==> src/rtl/mix_job_sched.sv <==
// Round-robin job scheduler in front of one shared iterative mixing core.
// Each job takes ROUNDS back-to-back core passes, and every pass has its own watchdog.
module mix_job_sched #(
    parameter int NREQ    = 4,
    parameter int WIDTH   = 32,
    parameter int ROUNDS  = 16,
    parameter int TIMEOUT = 64
) (
    input  logic                  clk,
    input  logic                  rst_n,
    input  logic [NREQ-1:0]       req_valid,
    input  logic [NREQ*WIDTH-1:0] req_seed,
    output logic [NREQ-1:0]       req_ready,
    output logic                  core_start,
    output logic [WIDTH-1:0]      core_seed,
    input  logic                  core_done,
    input  logic [WIDTH-1:0]      core_result,
    output logic                  rsp_valid,
    input  logic                  rsp_ready,
    output logic [2:0]            rsp_id,
    output logic [WIDTH-1:0]      rsp_data,
    output logic                  rsp_err,
    output logic                  busy,
    output logic [15:0]           jobs_done
);

    typedef enum logic [1:0] {IDLE, ISSUE, WAIT, RESP} state_t;

    state_t             state_reg, state_next;
    logic [2:0]         rr_ptr_reg, rr_ptr_next;
    logic [7:0]         round_cnt_reg, round_cnt_next;
    logic [9:0]         timer_reg, timer_next;
    logic [WIDTH-1:0]   work_reg, work_next;
    logic               core_start_reg, core_start_next;
    logic [WIDTH-1:0]   core_seed_reg, core_seed_next;
    logic [2:0]         rsp_id_reg, rsp_id_next;
    logic [WIDTH-1:0]   rsp_data_reg, rsp_data_next;
    logic               rsp_err_reg, rsp_err_next;
    logic [15:0]        jobs_done_reg, jobs_done_next;

    // Lanes are padded to 8 so a 3-bit index always addresses a real element.
    logic [7:0]         req_valid_pad;
    logic [WIDTH-1:0]   seed_lane [8];
    logic               grant_found;
    logic [2:0]         grant_idx;
    logic [7:0]         grant_onehot;

    assign req_valid_pad = 8'(req_valid);

    for (genvar gi = 0; gi < 8; gi++) begin : g_lane
        if (gi < NREQ) begin : g_used
            assign seed_lane[gi] = req_seed[gi*WIDTH +: WIDTH];
        end else begin : g_unused
            assign seed_lane[gi] = '0;
        end
    end

    // First valid requester at or after rr_ptr, wrapping modulo NREQ.
    always_comb begin : arb
        logic [3:0] sum;
        grant_found = 1'b0;
        grant_idx   = 3'd0;
        sum         = 4'd0;
        for (int k = 0; k < NREQ; k++) begin
            sum = {1'b0, rr_ptr_reg} + 4'(k);
            if (sum >= 4'(NREQ)) begin
                sum = sum - 4'(NREQ);
            end
            if (!grant_found && req_valid_pad[sum[2:0]]) begin
                grant_found = 1'b1;
                grant_idx   = sum[2:0];
            end
        end
    end

    always_comb begin
        grant_onehot = 8'd0;
        if (rst_n && state_reg == IDLE && grant_found) begin
            grant_onehot = 8'd1 << grant_idx;
        end
    end

    assign req_ready = grant_onehot[NREQ-1:0];

    always_comb begin
        state_next     = state_reg;
        rr_ptr_next    = rr_ptr_reg;
        round_cnt_next = round_cnt_reg;
        timer_next     = timer_reg;
        work_next      = work_reg;
        rsp_id_next    = rsp_id_reg;
        rsp_data_next  = rsp_data_reg;
        rsp_err_next   = rsp_err_reg;
        jobs_done_next = jobs_done_reg;
        case (state_reg)
            IDLE: begin
                if (grant_found) begin
                    work_next      = seed_lane[grant_idx];
                    rsp_id_next    = grant_idx;
                    rr_ptr_next    = (grant_idx == 3'(NREQ-1)) ? 3'd0 : grant_idx + 3'd1;
                    round_cnt_next = 8'd0;
                    state_next     = ISSUE;
                end
            end
            ISSUE: begin
                timer_next = 10'd0;
                state_next = WAIT;
            end
            WAIT: begin
                timer_next = timer_reg + 10'd1;
                // A done arriving on the last watchdog cycle still counts as success.
                if (core_done) begin
                    work_next = core_result;
                    if (round_cnt_reg == 8'(ROUNDS-1)) begin
                        rsp_data_next = core_result;
                        rsp_err_next  = 1'b0;
                        state_next    = RESP;
                    end else begin
                        round_cnt_next = round_cnt_reg + 8'd1;
                        state_next     = ISSUE;
                    end
                end else if (timer_reg == 10'(TIMEOUT-1)) begin
                    rsp_data_next = work_reg;
                    rsp_err_next  = 1'b1;
                    state_next    = RESP;
                end
            end
            RESP: begin
                if (rsp_ready) begin
                    jobs_done_next = jobs_done_reg + 16'd1;
                    state_next     = IDLE;
                end
            end
            default: state_next = IDLE;
        endcase
        // The core operand is latched on entry to ISSUE and then held between passes.
        core_start_next = (state_next == ISSUE);
        core_seed_next  = (state_next == ISSUE) ? work_next : core_seed_reg;
    end

    always_ff @(posedge clk) begin
        if (!rst_n) begin
            state_reg      <= IDLE;
            rr_ptr_reg     <= 3'd0;
            round_cnt_reg  <= 8'd0;
            timer_reg      <= 10'd0;
            work_reg       <= '0;
            core_start_reg <= 1'b0;
            core_seed_reg  <= '0;
            rsp_id_reg     <= 3'd0;
            rsp_data_reg   <= '0;
            rsp_err_reg    <= 1'b0;
            jobs_done_reg  <= 16'd0;
        end else begin
            state_reg      <= state_next;
            rr_ptr_reg     <= rr_ptr_next;
            round_cnt_reg  <= round_cnt_next;
            timer_reg      <= timer_next;
            work_reg       <= work_next;
            core_start_reg <= core_start_next;
            core_seed_reg  <= core_seed_next;
            rsp_id_reg     <= rsp_id_next;
            rsp_data_reg   <= rsp_data_next;
            rsp_err_reg    <= rsp_err_next;
            jobs_done_reg  <= jobs_done_next;
        end
    end

    assign core_start = core_start_reg;
    assign core_seed  = core_seed_reg;
    assign rsp_valid  = (state_reg == RESP);
    assign rsp_id     = rsp_id_reg;
    assign rsp_data   = rsp_data_reg;
    assign rsp_err    = rsp_err_reg;
    assign busy       = (state_reg != IDLE);
    assign jobs_done  = jobs_done_reg;

endmodule

==> config.mk <==
export PLATFORM = sky130hd
export DESIGN_NAME = mix_job_sched
export DESIGN_NICKNAME = d
export VERILOG_FILES = /design/src/rtl/mix_job_sched.sv
export SDC_FILE = /design/constraint.sdc
export NUM_CORES = 1
export LEC_CHECK = 0
export BUFFER_PORTS_ARGS = -buffer_cell sky130_fd_sc_hd__clkbuf_2
export CAP_MARGIN = 20
export CORE_MARGIN = 2
export CORE_UTILIZATION = 55
export CTS_CLUSTER_DIAMETER = 50
export CTS_CLUSTER_SIZE = 20
export DETAILED_ROUTE_END_ITERATION = 12
export GPL_TIMING_DRIVEN = 1
export PLACE_DENSITY = 0.92
export SLEW_MARGIN = 5
export SYNTH_ARGS = -nofsm -noshare
export SYNTH_HDL_FRONTEND = slang
export SYNTH_SLANG_ARGS = --single-unit
==> constraint.sdc <==
create_clock -name clk -period 5.3 [get_ports clk]
set_input_delay 0 -clock clk [delete_from_list [all_inputs] [get_ports clk]]
set_output_delay 0 -clock clk [all_outputs]
set_load 0.005 [all_outputs]
### Word-level counts from Yosys, hierarchy flattened

Index checks and enable logic that the tools add are counted.

* flip-flop bits (word level): 140
* latch bits: 0
* memory bits (writable): 0
* memory bits (read-only): 0
* input bits: 168
* output and inout bits: 91
* logic and storage cells: 106
* memories: 0

* $add $sub $neg: 11
* multiply operators: 0
* divide/modulo/power cells: 0
* magnitude comparators: 9
* equal/unequal tests: 11
* shifts and indexed selects: 1
* multiplexer cells: 45
* bitwise gates (word level): 1
* reductions and logical operators: 17

Operators with widths (number)
* $mux W32: 7
* $bmux W32 S3: 1
* $pmux W32 S2: 1
* $mux W3: 9
* $mux W8: 3
* $pmux W10 S2: 1
* $add A16 B1 Y16 const B: 1
* $lt A3 B4 Y1 const B: 4
* $pmux W8 S2: 1
* $bmux W1 S3: 4
* $ge A4 B3 Y1 const B: 3
* $sub A3 B3 Y3 const B: 4
* $mux W1: 11
* $add A10 B1 Y10 const B: 1
* $eq A10 B6 Y1 const B: 1
* $mux W2: 5
* $add A3 B2 Y4 const B: 2
* $add A8 B1 Y8 const B: 1
* $eq A8 B4 Y1 const B: 1
* $pmux W2 S4: 1
* $reduce_bool A2 Y1: 4
* $ne A2 B2 Y1 const B: 3
* $logic_and A1 B1 Y1: 5
* $add A3 B1 Y4 const B: 1
* 15 further kinds: 20

### Logic depth before layout (Yosys ltp)

Gate-level depths: netlist (run 1).

* word-level depth: 20
* gate-level depth with buffers: 14
* depth with buffers taken out: 10

### Worst setup path before layout (run 1)

No wires, ideal clock.

* path kind: flip-flop to flip-flop
* from: register rr_ptr_reg[1]
* to: register core_seed_reg[10], in the netlist core_seed[10]
* setup time: 133 ps
* arrival: 2858 ps
* required time: 5167 ps
* slack: 2309 ps
* stages on the path, launching flop included: 13
* buffers on the path: 3
* period minus slack after synthesis: 2991 ps
* cells stage by stage: dfxtp_1 -> clkbuf_1 -> inv_1 -> ha_1 -> buf_4 -> mux4_2 -> o21ai_2 -> a41o_2 -> a21boi_1 -> nor2_4 -> clkbuf_1 -> o21ai_0 -> a31oi_2

* cells in the longest elaborated chain, start to end: 20
* elaborated cells between the ends (all ways): 46
* classes of those cells: add/sub: 7; order compare: 4; eq/ne: 1; mux: 27; bitwise: 1; reduce/logical: 6

Ends and longest elaborated chain
* start, declared: line 30 `logic [2:0] rr_ptr_reg, rr_ptr_next;`
* start signal, assigned: line 156 `rr_ptr_reg <= rr_ptr_next;`
* parallel branches: the longest is 20 deep, another holds $add A3 B1 Y4
* end signal, assigned: line 161 `core_seed_reg <= core_seed_next;`
* end, declared: line 35 `logic [WIDTH-1:0] core_seed_reg, core_seed_next;`

Several ways; the timed one is not identified. The select of a mux whose other input is x is not followed.
A chain may end at the register's enable or synchronous reset.

### Worst setup path in the final report (run 1)

* from: register rr_ptr_reg[0]
* to: register work_reg[5]

* cells in the longest elaborated chain, start to end: 20
* elaborated cells between the ends (all ways): 43
* classes of those cells: add/sub: 7; order compare: 4; mux: 25; bitwise: 1; reduce/logical: 6

Ends and longest elaborated chain
* parallel branches: the longest is 18 deep, another holds $add A3 B1 Y4
* $mux W32 (*): line 97 `if (grant_found) begin`
* $pmux W32 S2 (*): line 95 `case (state_reg)`
* end signal, assigned: line 159 `work_reg <= work_next;`
* end, declared: line 33 `logic [WIDTH-1:0] work_reg, work_next;`

Mark *: on every way between the ends. The select of a mux whose other input is x is not followed.

==> metrics.cfg, run 1 <==
[power]
share_seq_of_total_power_pct = 25.1
power.density_cell_area_nw_per_um2 = 571
power_switching_share_pct = 44.5
combPwrFrac_pct = 54.5
clkPwrFrac_pct = 20.4
p_sw_mw = 2.58
p_total_mw = 5.79
worst_ir_drop_vdd_mv = 0.397
p_leak_nw = 4.32
p_int_mw = 3.21

[timing]
max_freq_ghz = 0.200
final_hold_viol_count = 0
timing_worst_slew_pin_value_ps = 1070
setup_viol = 0
clock-skew-final_ps = 10.3
max-slew-margin-rel_pct = 28.7
slew_viol_final = 0
fin_worst_hold_slack_ps = 8.69
fin_tns_setup_ps = 0
rsz_0062_raised_after_global_routing = false
fin_crit_ps = 4990
fin_crit_sh_pct = 94.2

[global_routing]
globalRouteTotalUtil_pct = 36.1
grt_overflow_total = 0
antenna_found_initial = 2
first_global_vias = 8377
grt_max_degree = 73
grt_pass1_wl_um = 41600

[worst_hold_path]
min-delay-path-class = in2reg
worst_hold_path.num_cells = 4

[critical_path]
cp-start-kind = register
cp.required_ps = 5620
end_kind = register
worstPathArrival_ps = 5310
reg2regPathDepth = 13
worst_setup_path_category = reg2reg
cp_max_fo = 30
rrSetupSlack_ps = 310

[routing]
detailedRoute.firstPassIterationCount = 6
detailed_route_wl_um = 27000
route.vias.total = 8526
vias_per_cell = 6.26
detail_route.drc_violations = 0
antenna_left = 0
first_drt_iteration_drcs = 1334
wire_per_inst_um = 19.8

[logic_synthesis]
synth.top_cell.area_share_pct = 36.7
netlist.top_cell.by_area = sky130_fd_sc_hd__dfxtp_1
synth.distinct_cells = 68
synthFlopType = sky130_fd_sc_hd__dfxtp_1
synth-simple-area-share_pct = 21.6
ys_seq_area_share_pct = 36.7
postSynthAreaPerCell_um2 = 8.60
ys_async_sr_fraction_pct = 0
synth-xor-area-share_pct = 3.21
synth_top_family_by_area = simple AND/OR/NAND/NOR gates
syn_area_um2 = 7640
post_synth_mux_area_share_pct = 12.2
synth_fp_nets = 1069
synth_adder_area_share_pct = 1.96
yosys_warnings = 0
synth_seq_cells = 140
netlist_instances = 889
synth-compound-area-share_pct = 19.4
netlist_top_cells_area = sky130_fd_sc_hd__dfxtp_1 (37%), sky130_fd_sc_hd__mux2_2 (8.8%), sky130_fd_sc_hd__nor2_1 (5.1%)
synth-edff-count = 0

[place]
io_buffers = 258
finalWeightedCongestion = 0.944
detailed_place.area_um2 = 8980
count_of_placed_standard_cells_including_taps = 1273
post-dp-hpwl_um = 16400

[cts]
h-tree-depth = 4
cts_max_path_buffers = 2
cts_setup_buffers = 0
worst_skew_pair.late_latency_ps = 430
tritoncts_num_sinks = 140
tritoncts.num_buffers = 17
cts.clk_slew.worst_paths_ps = 60
cts_root_buffer_type = sky130_fd_sc_hd__clkbuf_16
tritoncts_clock_tree = built

[cells_and_area]
final_layout_size_suffix_gt1_share_pct = 36.0
design_area_um2 = 10100
final_common_cell = sky130_fd_sc_hd__clkbuf_2
register_area_um2 = 2800
multi_input_area_um2 = 4490
most-common-layout-cells = sky130_fd_sc_hd__clkbuf_2 (258), sky130_fd_sc_hd__dfxtp_1 (140), sky130_fd_sc_hd__nor2_1 (103)
area_growth_pct = 32.7
final_cell_count_no_fill = 1362
nNetsFinal = 1348
final.fill_count = 939

[outcome]
run_status = complete, no violations

[die]
horizontal_die_dimension_um = 122
core_region_area_um2 = 13700
boundaryPins = 259
fp.dieArea_um2 = 14900
die_h_um = 122
rows = 43
initial_util_pct = 55.7

[run]
cap_viol_max_count = 0

## repair_timing
item                                    4_1_cts  5_1_grt
hold buffers                                 54        0
endpoints found under the setup margin        0        1
gates resized for setup                       0        1
endpoints found under the hold margin        38        0
## critical path, stage by stage, from the launching register on
cell	delay [ps]
sky130_fd_sc_hd__dfxtp_1	620
sky130_fd_sc_hd__inv_1	190
sky130_fd_sc_hd__ha_1	520
sky130_fd_sc_hd__mux2_2	410
sky130_fd_sc_hd__and2_1	160
sky130_fd_sc_hd__a221o_2	380
sky130_fd_sc_hd__o21ai_2	80
sky130_fd_sc_hd__clkinv_2	460
sky130_fd_sc_hd__buf_4	420
sky130_fd_sc_hd__mux2_2	310
sky130_fd_sc_hd__dlygate4sd3_1	580
sky130_fd_sc_hd__nand2_2	90
sky130_fd_sc_hd__a21oi_1	60
sky130_fd_sc_hd__dlygate4sd3_1	560
## area by class of cell
cell class / count / area share, %
Antenna cell: 1 / 0.0247
Inverter: 13 / 0.493
Multi-Input combinational cell: 670 / 44.3
Timing Repair Buffer: 326 / 19.7
Clock buffer: 18 / 4.33
Sequential cell: 140 / 27.6
Tap cell: 180 / 2.22
Clock inverter: 14 / 1.33
## worst paths after layout
check / endpoint / from
hold / removal: work_reg[7]$_SDFF_PN0_ / req_seed[7]
setup / recovery: work_reg[5]$_SDFF_PN0_ / rr_ptr_reg[0]$_SDFFE_PN0P_
setup reg to reg: work_reg[5]$_SDFF_PN0_ / rr_ptr_reg[0]$_SDFFE_PN0P_
hold reg to reg: timer_reg[1]$_SDFFE_PN0P_ / timer_reg[1]$_SDFFE_PN0P_
## kinds of logic (layout without fill, tap and decap cells)
| logic type | Yosys count | in the layout |
|---|---|---|
| AND/OR/NAND/NOR | 336 | 336 |
| AO/OA/AOI/OAI | 211 | 211 |
| flip-flops | 140 | 140 |
| multiplexers | 83 | 83 |
| buffers and inverters | 79 | 371 |
| XOR/XNOR | 28 | 28 |
| adder cells (fa/ha/maj) | 12 | 12 |
| other | 0 | 1 |
## metrics by stage
step | setup slack [ps] | utilization (%)
5_1_grt | 79.4 | 73.9
3_5_place_dp | 1390 | 65.5
6_report | 309 | 73.9
2_1_floorplan | 2310 | -
4_1_cts | 311 | 73.6
3_3_place_gp | 1470 | 65.3
## cells in the mapped netlist (all sizes together), types with 2 or more instances
master and instances:
inv 12, mux2 63, o21bai 2, xor2 23, a221oi 27, o211ai 3
nand3 64, mux4 2, xnor2 5, buf 24, and4 3, nor4 2
nor3 32, or4 2, o2111a 2, a21oi 45, and3 33, and2 12
a211oi 9, nor2b 3, clkbuf 42, dfxtp 140, a31oi 30, o21a 2
nand2 64, mux2i 18, ha 12, nand4 8, o21ai 78, o32ai 2
or3 3, nor2 105
## power groups by stage
| stage | clock [mW] | sequential (mW) | combinational (mW) |
|---|---|---|---|
| 2_1_floorplan | 0 | 1.42 | 2.10 |
| 3_3_place_gp | 0 | 1.44 | 2.69 |
| 3_5_place_dp | 0 | 1.45 | 2.78 |
| 4_1_cts | 1.18 | 1.43 | 2.95 |
| 5_1_grt | 1.22 | 1.47 | 3.37 |
| 6_report | 1.18 | 1.45 | 3.15 |
## layer usage
metal	vias up	global-route usage, %	share of wire, %
met5	-	0	0.048
met1	3922	40.0	36
met2	627	58.0	47
li1	3782	-	-
met3	193	14.1	11
met4	2	23.0	5.8
Note: power is estimated with default switching activity, not from simulation.
==> run 2: changes to the inputs <==
--- a/config.mk
+++ b/config.mk
@@ -5,7 +5,7 @@
 export SDC_FILE = /design/constraint.sdc
 export NUM_CORES = 1
 export LEC_CHECK = 0
-export BUFFER_PORTS_ARGS = -buffer_cell sky130_fd_sc_hd__clkbuf_2
+export BUFFER_PORTS_ARGS = -buffer_cell sky130_fd_sc_hd__buf_2
 export CAP_MARGIN = 20
 export CORE_MARGIN = 2
 export CORE_UTILIZATION = 55
@@ -13,7 +13,7 @@
 export CTS_CLUSTER_SIZE = 20
 export DETAILED_ROUTE_END_ITERATION = 12
 export GPL_TIMING_DRIVEN = 1
-export PLACE_DENSITY = 0.92
+export PLACE_DENSITY_LB_ADDON = 0.12
 export SLEW_MARGIN = 5
 export SYNTH_ARGS = -nofsm -noshare
 export SYNTH_HDL_FRONTEND = slang
==> run 2 against run 1 <==
  * Cell area down 2.1%
  * Clock power increased by 8%
  * Combinational power shrank 8.9%
  * Sequential power about the same
  * First-iteration DRC count down 57%
  * Routed wire length down 12%
  * Sequential share of layout area increased by 0.61 points
  * Cell count down 1.7%
  * Die area unchanged
  * Register-to-register slack better by 150 ps
  * Setup slack improved by 150 ps
  * Maximum frequency increased by 3.2%
  * Largest cell class unchanged
==> metrics.cfg, run 2 (same netlist as run 1, synthesis figures left out) <==
[worst_hold_path]
holdPathEnd = rsp_data[0]$_SDFFE_PN0P_
worst_hold_path.num_cells = 4
min-delay-path-class = in2reg
min-delay-start = core_result[0]

[routing]
route.vias.total = 7749
antenna_left = 0
vias_per_cell = 5.79
detail_route.drc_violations = 0
detailedRoute.firstPassIterationCount = 6
detailed_route_wl_um = 23900
wire_per_inst_um = 17.8
first_drt_iteration_drcs = 576

[critical_path]
worstPathArrival_ps = 5140
reg2regPathDepth = 13
cp_max_fo = 19
critical_path.reg2reg.startpoint = rr_ptr_reg[0]$_SDFFE_PN0P_
worst_setup_path_category = reg2reg
end_kind = register
cp.required_ps = 5600
cp-start-kind = register
rrSetupSlack_ps = 460
worst_r2r_endpoint = work_reg[14]$_SDFF_PN0_

[cts]
tritoncts.num_buffers = 17
cts_setup_buffers = 0
tritoncts_num_sinks = 140
h-tree-depth = 4
tritoncts_clock_tree = built
cts_root_buffer_type = sky130_fd_sc_hd__clkbuf_16
cts.clk_slew.worst_paths_ps = 60
cts_max_path_buffers = 2
worst_skew_pair.late_latency_ps = 420

[timing]
timing_worst_slew_pin_value_ps = 990
slew_viol_final = 0
fin_crit_sh_pct = 91.3
max_freq_ghz = 0.207
fin_crit_ps = 4840
fin_tns_setup_ps = 0
max-slew-margin-rel_pct = 34.0
rsz_0062_raised_after_global_routing = false
final_hold_viol_count = 0
clock-skew-final_ps = 5.32
setup_viol = 0

[die]
boundaryPins = 259
fp.dieArea_um2 = 14900
initial_util_pct = 55.7
die_h_um = 122
horizontal_die_dimension_um = 122
rows = 43
core_region_area_um2 = 13700

[cells_and_area]
most-common-layout-cells = sky130_fd_sc_hd__buf_2 (258), sky130_fd_sc_hd__dfxtp_1 (140), sky130_fd_sc_hd__nor2_1 (103)
area_growth_pct = 29.8
design_area_um2 = 9920
nNetsFinal = 1326
final_cell_count_no_fill = 1339
final.fill_count = 1101
final_layout_size_suffix_gt1_share_pct = 36.4
diode_insertion_count_for_antenna_repair = 0
final_common_cell = sky130_fd_sc_hd__buf_2

[global_routing]
first_global_vias = 7371
grt_pass1_wl_um = 36900
globalRouteTotalUtil_pct = 31.6
grt_max_degree = 73
antenna_found_initial = 0
grt_overflow_total = 0

[power]
p_total_mw = 5.57
worst_ir_drop_vdd_mv = 0.303
power_switching_share_pct = 42.3
p_leak_nw = 4.26
share_seq_of_total_power_pct = 25.7
p_sw_mw = 2.36
power.density_cell_area_nw_per_um2 = 561
p_int_mw = 3.21
combPwrFrac_pct = 51.6
clkPwrFrac_pct = 22.7

[place]
count_of_placed_standard_cells_including_taps = 1274
post-dp-hpwl_um = 15900
finalWeightedCongestion = 0.885
detailed_place.area_um2 = 8960
io_buffers = 258

[outcome]
run_status = complete, no violations

[run]
cap_viol_max_count = 0

==> run 2: how the worst max path moves through the flow <==
stage | to | cells past startpoint | start | slack, ps
after floorplan | core_seed[10]$_SDFFE_PN0P_ | 12 | rr_ptr_reg[1]$_SDFFE_PN0P_ | 2310
after global placement | core_seed[13]$_SDFFE_PN0P_ | 10 | rr_ptr_reg[0]$_SDFFE_PN0P_ | 1270
after detailed placement | core_seed[26]$_SDFFE_PN0P_ | 10 | rr_ptr_reg[0]$_SDFFE_PN0P_ | 1260
after CTS | work_reg[15]$_SDFF_PN0_ | 13 | rr_ptr_reg[0]$_SDFFE_PN0P_ | 480
after global routing | work_reg[14]$_SDFF_PN0_ | 13 | rr_ptr_reg[0]$_SDFFE_PN0P_ | 170
final | work_reg[14]$_SDFF_PN0_ | 13 | rr_ptr_reg[0]$_SDFFE_PN0P_ | 460
==> run 2: timing repair <==
item | CTS | global route
hold endpoints to repair | 22 | 0
resized for setup | 0 | 0
hold buffers | 32 | 0
==> run 2: power by group through the flow <==
stage / Clock, mW / Combinational, mW / Sequential [mW]
2_1_floorplan: 0 / 2.10 / 1.42
3_3_place_gp: 0 / 2.74 / 1.44
3_5_place_dp: 0 / 2.76 / 1.44
4_1_cts: 1.28 / 2.84 / 1.43
5_1_grt: 1.31 / 3.14 / 1.46
6_report: 1.27 / 2.87 / 1.43
==> run 2: critical path, cell delays in order (launching register included) <==
cell and delay (ps):
sky130_fd_sc_hd__dfxtp_1 610, sky130_fd_sc_hd__inv_1 180, sky130_fd_sc_hd__ha_1 560, sky130_fd_sc_hd__mux4_2 580, sky130_fd_sc_hd__o21a_1 150, sky130_fd_sc_hd__a41oi_1 250, sky130_fd_sc_hd__o21ai_2 100, sky130_fd_sc_hd__inv_2 320
sky130_fd_sc_hd__buf_4 320, sky130_fd_sc_hd__mux2_2 350, sky130_fd_sc_hd__dlygate4sd3_1 550, sky130_fd_sc_hd__nand2_1 90, sky130_fd_sc_hd__a21oi_1 70, sky130_fd_sc_hd__dlygate4sd3_1 570
==> run 2: per-stage QoR <==
stage	util (%)	hold WS (ps)	setup WS, ps
after global routing	72.3	14.0	174
after floorplan	-	256	2310
after global placement	65.3	387	1270
after CTS	72.2	0.781	476
final	72.3	10.7	463
after detailed placement	65.3	396	1260
==> run 2: layout make-up <==
class / instances / area, um2 / area share (%)
multi-input combinational: 670 / 4490 / 45.2
timing repair buffer: 304 / 1730 / 17.4
clock inverter: 10 / 164 / 1.65
sequential: 140 / 2800 / 28.2
inverter: 13 / 48.8 / 0.492
tap: 180 / 225 / 2.27
clock buffer: 22 / 464 / 4.68
==> run 2: per-layer routing <==
layer | part of all wire [%] | wire length (um) | vias up | track usage (%)
met5 | 0 | 0 | - | 0
met4 | 2.1 | 510 | 0 | 11.4
met3 | 6.7 | 1590 | 49 | 6.41
met2 | 49 | 11700 | 296 | 54.6
met1 | 42 | 10100 | 3659 | 39.0
li1 | - | - | 3745 | -
